File: src/rtl/debug_sender.sv
// debug_sender: streams the halted processor's state (PC, cycle counter,
// register file, first DM_DEPTH data-memory words) to the debug UART
// transmitter one byte at a time, MSB byte of each word first.
module debug_sender #(
  parameter int NBITS     = 32,
  parameter int NREGS     = 32,
  parameter int RF_ADDR_W = 5,
  parameter int DM_DEPTH  = 32,
  parameter int DM_ADDR_W = 5
) (
  input  logic                 clk,
  input  logic                 reset,
  input  logic                 send_flag,
  input  logic [NBITS-1:0]     pc_value,
  input  logic [NBITS-1:0]     cycle_count,
  input  logic [NBITS-1:0]     rf_data,
  input  logic [NBITS-1:0]     dm_data,
  input  logic                 tx_done,
  output logic                 tx_start,
  output logic [7:0]           tx_byte,
  output logic [RF_ADDR_W-1:0] rf_addr,
  output logic [DM_ADDR_W-1:0] dm_addr,
  output logic                 send_done,
  output logic                 busy
);

  // Frame geometry: PC, cycle counter, register file, data memory.
  localparam int WORDS = 2 + NREGS + DM_DEPTH;
  localparam int WW    = $clog2(WORDS + 1);

  localparam logic [WW-1:0] LAST_W   = WW'(WORDS - 1);
  localparam logic [WW-1:0] RF_FIRST = WW'(2);
  localparam logic [WW-1:0] DM_FIRST = WW'(2 + NREGS);

  localparam logic [2:0] S_IDLE    = 3'd0;
  localparam logic [2:0] S_FETCH   = 3'd1;
  localparam logic [2:0] S_LOAD    = 3'd2;
  localparam logic [2:0] S_SEND    = 3'd3;
  localparam logic [2:0] S_WAIT    = 3'd4;
  localparam logic [2:0] S_DONE    = 3'd5;
  localparam logic [2:0] S_RELEASE = 3'd6;

  logic [2:0]       state, state_next;
  logic [WW-1:0]    w, w_next;
  logic [1:0]       b, b_next;
  logic [NBITS-1:0] shift, shift_next;

  // Register-file read address for word index wi (0 outside the RF range).
  function automatic logic [RF_ADDR_W-1:0] rf_addr_of(input logic [WW-1:0] wi);
    if (wi >= RF_FIRST && wi < DM_FIRST) begin
      rf_addr_of = RF_ADDR_W'(wi - RF_FIRST);
    end else begin
      rf_addr_of = '0;
    end
  endfunction

  // Data-memory read address for word index wi (0 outside the DM range).
  function automatic logic [DM_ADDR_W-1:0] dm_addr_of(input logic [WW-1:0] wi);
    if (wi >= DM_FIRST) begin
      dm_addr_of = DM_ADDR_W'(wi - DM_FIRST);
    end else begin
      dm_addr_of = '0;
    end
  endfunction

  // Next-state, word/byte counter and shift-register logic.
  always_comb begin
    state_next = state;
    w_next     = w;
    b_next     = b;
    shift_next = shift;
    case (state)
      S_IDLE: begin
        if (send_flag) begin
          state_next = S_FETCH;
          w_next     = '0;
        end else begin
          state_next = S_IDLE;
        end
      end
      S_FETCH: begin
        state_next = S_LOAD;
      end
      S_LOAD: begin
        if (w == '0) begin
          shift_next = pc_value;
        end else if (w == WW'(1)) begin
          shift_next = cycle_count;
        end else if (w < DM_FIRST) begin
          shift_next = rf_data;
        end else begin
          shift_next = dm_data;
        end
        b_next     = 2'd0;
        state_next = S_SEND;
      end
      S_SEND: begin
        state_next = S_WAIT;
      end
      S_WAIT: begin
        if (!tx_done) begin
          state_next = S_WAIT;
        end else if (b != 2'd3) begin
          shift_next = {shift[NBITS-9:0], 8'h00};
          b_next     = b + 2'd1;
          state_next = S_SEND;
        end else if (w != LAST_W) begin
          w_next     = w + WW'(1);
          state_next = S_FETCH;
        end else begin
          state_next = S_DONE;
        end
      end
      S_DONE: begin
        state_next = S_RELEASE;
      end
      S_RELEASE: begin
        // Hold here until the controller drops its level request so the
        // still-high flag cannot start a second dump.
        if (!send_flag) begin
          state_next = S_IDLE;
        end else begin
          state_next = S_RELEASE;
        end
      end
      default: begin
        state_next = S_IDLE;
      end
    endcase
  end

  // Sequencer state and datapath registers.
  always_ff @(posedge clk or posedge reset) begin
    if (reset) begin
      state <= S_IDLE;
      w     <= '0;
      b     <= 2'd0;
      shift <= '0;
    end else begin
      state <= state_next;
      w     <= w_next;
      b     <= b_next;
      shift <= shift_next;
    end
  end

  // Outputs are registered from the next-state values so that every output
  // lines up with the state it belongs to while coming straight from a flop.
  always_ff @(posedge clk or posedge reset) begin
    if (reset) begin
      tx_start  <= 1'b0;
      tx_byte   <= 8'h00;
      rf_addr   <= '0;
      dm_addr   <= '0;
      send_done <= 1'b0;
      busy      <= 1'b0;
    end else begin
      tx_start  <= (state_next == S_SEND);
      send_done <= (state_next == S_DONE);
      busy      <= (state_next != S_IDLE);
      if (state_next == S_SEND) begin
        tx_byte <= shift_next[NBITS-1 -: 8];
      end else begin
        tx_byte <= tx_byte;
      end
      if (state_next == S_FETCH) begin
        rf_addr <= rf_addr_of(w_next);
        dm_addr <= dm_addr_of(w_next);
      end else begin
        rf_addr <= rf_addr;
        dm_addr <= dm_addr;
      end
    end
  end

endmodule

File: config.mk
export PLATFORM = sky130hd
export DESIGN_NAME = debug_sender
export DESIGN_NICKNAME = d
export VERILOG_FILES = /design/src/rtl/debug_sender.sv
export SDC_FILE = /design/constraint.sdc
export NUM_CORES = 1
export LEC_CHECK = 0
export ABC_AREA = 0
export CAP_MARGIN = 20
export CORE_ASPECT_RATIO = 1.2
export CORE_MARGIN = 2
export CORE_UTILIZATION = 55
export DETAILED_ROUTE_END_ITERATION = 12
export DONT_BUFFER_PORTS = 1
export PLACE_DENSITY = 0.68
export SLEW_MARGIN = 30
export SYNTH_ARGS = -nofsm -noshare
export SYNTH_HDL_FRONTEND = slang
export SYNTH_SLANG_ARGS = --single-unit
export TNS_END_PERCENT = 20
File: constraint.sdc
create_clock -name clk -period 3.4 [get_ports clk]
set_clock_uncertainty 0.2 [all_clocks]
set_input_delay 0.34 -clock clk [delete_from_list [all_inputs] [get_ports clk]]
set_output_delay 0.34 -clock clk [all_outputs]
set_load 0.005 [all_outputs]
Word level (Yosys, flattened, before mapping)

Cells that the tools add are included.

Bits in registers: 65
Input port bits: 132
Output and inout bits: 21
Logic and storage cells: 61

$add $sub $neg: 4
Magnitude comparators: 4
Eq/ne operators: 14
Muxes and demuxes: 22
Reduce and logical (&&, ||, !) cells: 6

Operators with widths:

| cell                                                                   | count |
|---|---|
| 32-bit two-way mux                                                     | 5 |
| 32-bit one-hot mux with 2 select lines                                 | 1 |
| 7-bit two-way mux                                                      | 4 |
| 3-bit one-hot mux with 7 select lines                                  | 1 |
| 7-bit by 6-bit < comparator with 1-bit output (second input constant)  | 2 |
| 7-bit one-hot mux with 2 select lines                                  | 1 |
| 3-bit equality test (second input constant)                            | 4 |
| 3-bit two-way mux                                                      | 4 |
| 5-bit two-way mux                                                      | 2 |
| 5-bit by 2-bit subtractor with 5-bit output (second input constant)    | 2 |
| 3-bit by 2-bit equality test with 1-bit output (second input constant) | 3 |
| 7-bit by 1-bit adder with 7-bit output (second input constant)         | 1 |
| 7-bit by 1-bit equality test with 1-bit output (second input constant) | 1 |
| 7-bit by 2-bit >= comparator with 1-bit output (second input constant) | 1 |
| 7-bit by 6-bit >= comparator with 1-bit output (second input constant) | 1 |
| 7-bit logical NOT                                                      | 1 |
| 7-bit != test (second input constant)                                  | 1 |
| 3-bit by 1-bit equality test with 1-bit output (second input constant) | 2 |
| 2-bit != test (second input constant)                                  | 3 |
| 2-bit two-way mux                                                      | 2 |
| 2-bit one-hot mux with 2 select lines                                  | 1 |
| 3-bit logical NOT                                                      | 1 |
| 3-bit AND reduction                                                    | 1 |
| 3-bit nonzero test                                                     | 1 |
| other kinds (4)                                                        | 4 |

Longest topological paths before layout

Depth in word-level cells: 8
Gate-level depth with buffers: 13

Least setup slack after synthesis

No wires, ideal clock.

Kind: reg2reg
Start point: reg w[0]
End point: reg rf_addr[4]
Arrival: 2.688 ns
Setup slack: 0.420 ns
Cell stages (with the launch flop): 11
Buffers on the path: 0
Period minus slack after synthesis: 2.980 ns
Cells stage by stage: dfrtp_1 -> ha_1 -> and2_1 -> a211o_1 -> mux2i_1 -> or2_1 -> ha_1 -> a21bo_2 -> o31a_1 -> a211o_1 -> o31ai_2

Word-level cells in the longest chain between the ends: 8
Elaborated cells on any way between the ends: 17

RTL lines:

| what                                                                                                                   | line     | RTL |
|---|---|---|
| from (decl)                                                                                                            | 44       | `logic [WW-1:0] w, w_next;` |
| from (signal assigned)                                                                                                 | 141      | `w <= w_next;` |
| 7-bit by 1-bit adder with 7-bit output / 7-bit != test (equally long branches)                                         | 108, 107 |  |
| 7-bit two-way mux                                                                                                      | 107      | `end else if (w != LAST_W) begin` |
| 7-bit two-way mux                                                                                                      | 103      | `end else if (b != 2'd3) begin` |
| 7-bit two-way mux                                                                                                      | 101      | `if (!tx_done) begin` |
| 7-bit one-hot mux with 2 select lines                                                                                  | 72       | `case (state)` |
| 7-bit by 2-bit >= comparator with 1-bit output / 7-bit by 6-bit < comparator with 1-bit output (equally long branches) | 50       | `if (wi >= RF_FIRST && wi < DM_FIRST) begin` |
| 1-bit logical AND                                                                                                      | 50       |  |
| 5-bit two-way mux                                                                                                      | 50       |  |
| to (signal assigned)                                                                                                   | 167      | `rf_addr <= rf_addr_of(w_next);` |
| to (signal assigned)                                                                                                   | 170      | `rf_addr <= rf_addr;` |
| to (decl)                                                                                                              | 21       | `output logic [RF_ADDR_W-1:0] rf_addr,` |

Several ways; a longest one is shown, not always the timed one.
A chain may end at the register's enable or synchronous reset.

Worst setup path in the final report

Start point: reg b[0]
End point: reg rf_addr[4]

Word-level cells in the longest chain between the ends: 7
Elaborated cells on any way between the ends: 13

RTL lines:

| what                                                                                                                   | line | RTL |
|---|---|---|
| from (decl)                                                                                                            | 45   | `logic [1:0] b, b_next;` |
| from (signal assigned)                                                                                                 | 142  | `b <= b_next;` |
| 2-bit != test *                                                                                                        | 103  |  |
| 7-bit two-way mux                                                                                                      | 103  |  |
| 7-bit two-way mux                                                                                                      | 101  |  |
| 7-bit one-hot mux with 2 select lines                                                                                  | 72   |  |
| 7-bit by 2-bit >= comparator with 1-bit output / 7-bit by 6-bit < comparator with 1-bit output (equally long branches) | 50   |  |
| 1-bit logical AND                                                                                                      | 50   |  |
| 5-bit two-way mux                                                                                                      | 50   |  |

Every way passes the cells marked *; elsewhere a longest branch is shown, timed or not.

==> results.json <==
{
  "dr.pass1.iters": 4,
  "use_met3_pct": 5.78,
  "final_layout_size_suffix_gt1_share_pct": 11.6,
  "rows": 33,
  "hpwl_um": 7670,
  "avgSynthCellArea_um2": 9.01,
  "met2_usage_pct": 48.7,
  "power_switching_uw": 919,
  "die-area_um2": 7690,
  "htree_levels": 3,
  "start_util_pct": 56.5,
  "worstHoldStart": "pc_value[9]",
  "syn_inst": 427,
  "cp.arrival_ns": 3.25,
  "syn_nets": 565,
  "cts-root-buf": "clkbuf_8",
  "nets": 574,
  "synthTopCellsByArea": "dfrtp_1, mux2i_1, a211oi_1",
  "cts_buffer_depth": 2,
  "comb_power_share_pct": 33.5,
  "powerDensity_nw_per_um2": 573,
  "grt_max_degree": 65,
  "drtIter0Drc": 144,
  "post-route-period-util_pct": 94.1,
  "setup_violations": 0,
  "ir_worst_vdd_uv": 270,
  "grt_pass1_vias": 3281,
  "p_seq_share_pct": 44.4,
  "cp_max_fo": 10,
  "required_ns": 3.45,
  "maxCapViolCount": 0,
  "clk_pin_slew_ns": 0.07,
  "yosys_register_bits": 58,
  "synth_edf_count": 0,
  "status": "completed",
  "synth_top_area_cell": "dfrtp_1",
  "antenna_left": 0,
  "finish.utilization_pct": 62.9,
  "fmax_mhz": 313,
  "postCtsSetupRepairBufs": 0,
  "io_pins": 153,
  "synth-seq-area-share_pct": 37.7,
  "vias": 3345,
  "synth_area_um2": 3850,
  "die_y_um": 95.6,
  "power_frac_clock_pct": 22.1,
  "clock_latency_ns": 0.34,
  "instances_no_fill": 526,
  "antenna_found_initial": 0,
  "async_flop_share_pct": 100,
  "dp_slack_ns": 0.199,
  "period_minus_slack_ns": 3.20,
  "synth_cell_type_count": 63,
  "relSlewSlack_pct": 50.2,
  "hold_violations": 0,
  "start_kind": "register",
  "r2r-start": "b[0]$_DFFE_PP0P_",
  "critPathCaptureType": "register",
  "hold_ws_ns": 0.00966,
  "total_power_uw": 2460,
  "routedWlPerCell_um": 19.5,
  "area_growth_pct": 11.4,
  "grtUsageTotal_pct": 27.7,
  "port_buffers": 0,
  "synth_top_area_share_pct": 37.7,
  "numCtsBuffers": 9,
  "coreArea_um2": 6810,
  "slew_violations": 0,
  "grt_busiest_layer": "met2",
  "gp_congestion": 0.878,
  "dp_cells": 492,
  "r2r_slack_ns": 0.20,
  "grt_pass1_wl_um": 16000,
  "yosys_warnings": 0,
  "yosysMostFrequentCell": "dfrtp_1",
  "viasPerCell": 6.36,
  "crit_start": "b[0]$_DFFE_PP0P_",
  "post-route-drc-count": 0,
  "p_int_uw": 1540,
  "multi_input_area_um2": 2180,
  "power.leakage_uw": 0.00202,
  "ys_top_cells_by_count": "dfrtp_1, nor2_1, a21oi_1",
  "cts.sinks": 58,
  "overflow": 0,
  "tritoncts": "built",
  "wl_um": 10300,
  "synth-main-ff-cell": "dfrtp_1",
  "switching_share_pct": 37.5,
  "regArea_um2": 1450,
  "timing.final.ws_setup_ns": 0.202,
  "crit_type": "register to register",
  "fillers": 618,
  "rsz0062_at_grt": "yes",
  "use_met1_pct": 32.7,
  "max_slew.worst_pin.slew_ns": 0.747,
  "n_antenna_cell": 0,
  "hp-class": "input port to register",
  "die_w_um": 80.4
}
## power by group through the flow
stage	logic, uW	clock network [uW]	registers [uW]
after global routing	946	589	1120
after global placement	789	0	1100
final	824	542	1090
after detailed placement	809	0	1100
after floorplan	641	0	1040
after CTS	831	556	1090
## sequential cells by signal (all words and copies together) (netlist names), 2 cells and up
signal,flops
b,2
dm_addr,5
rf_addr,5
shift,25
state,3
tx_byte,8
w,7
## timing repair
item / in CTS / in global routing
hold buffers: 20 / 0
endpoints found under the hold margin: 30 / 0
endpoints found under the setup margin: 0 / 2
resized for setup: 0 / 1
## kinds of logic after synthesis
logic type / synth area share, %
buf+inv: 5.79
compound gates: 29.2
xor+xnor: 0.683
simple gates: 15.3
fa+ha+maj: 1.95
mux: 9.36
flops: 37.7
## final timing paths
path | end | depth (start not counted)
setup / recovery | rf_addr[4]$_DFFE_PP0N_ | 9
hold / removal | shift[9]$_DFFE_PP0P_ | 2
setup reg to reg | rf_addr[4]$_DFFE_PP0N_ | 9
hold reg to reg | b[0]$_DFFE_PP0P_ | 1
max in group asynchronous | w[6]$_DFF_PP0_ | 3
min in group asynchronous | rf_addr[1]$_DFFE_PP0N_ | 2
## cell type report
cell class / count / area share, %
inverter: 12 / 1.05
clock buffer: 11 / 3.30
clock inverter: 3 / 0.409
tap: 87 / 2.54
sequential: 58 / 33.9
multi-input combinational: 320 / 50.9
timing repair buffer: 35 / 7.88
## critical path, stage by stage, from the launching register on
cell and delay [ns]:
dfrtp_1 0.37, ha_1 0.37, nand2_1 0.13, a2111oi_0 0.51
o22a_2 0.28, ha_1 0.20, a21bo_2 0.26, o31a_1 0.31
a211o_1 0.29, o31ai_2 0.20
## placed cells by master, fill, tap and decap left out, types with 3 or more instances in the layout
master,Yosys,final
nor2_1,43,42
a21oi_1,40,40
nand2_1,20,20
buf_4,2,13
dlygate4sd3_1,0,20
nand3_1,16,15
a211oi_1,39,39
mux2i_1,36,36
a211oi_2,3,3
nand4_1,3,3
nand2b_1,6,6
a22o_1,8,8
o21ai_0,4,4
dfrtp_1,58,57
a22oi_1,16,16
o21ai_1,25,25
and2_1,5,5
a211o_1,3,3
clkbuf_8,0,10
inv_1,11,10
ha_1,6,6
## routing by layer
metal,wire length [um],vias to the layer above
met2,5310,141
met5,0,-
met1,4050,1572
li1,-,1608
met3,578,24
met4,331,0
## stage by stage
step	setup TNS, ns	instance area, um^2
floorplan	0	3850
global placement	0	3920
detailed placement	0	3930
CTS	0	4290
global route	-0.00568	4290
finish	0	4290
Power figures use the tool's default switching activity.
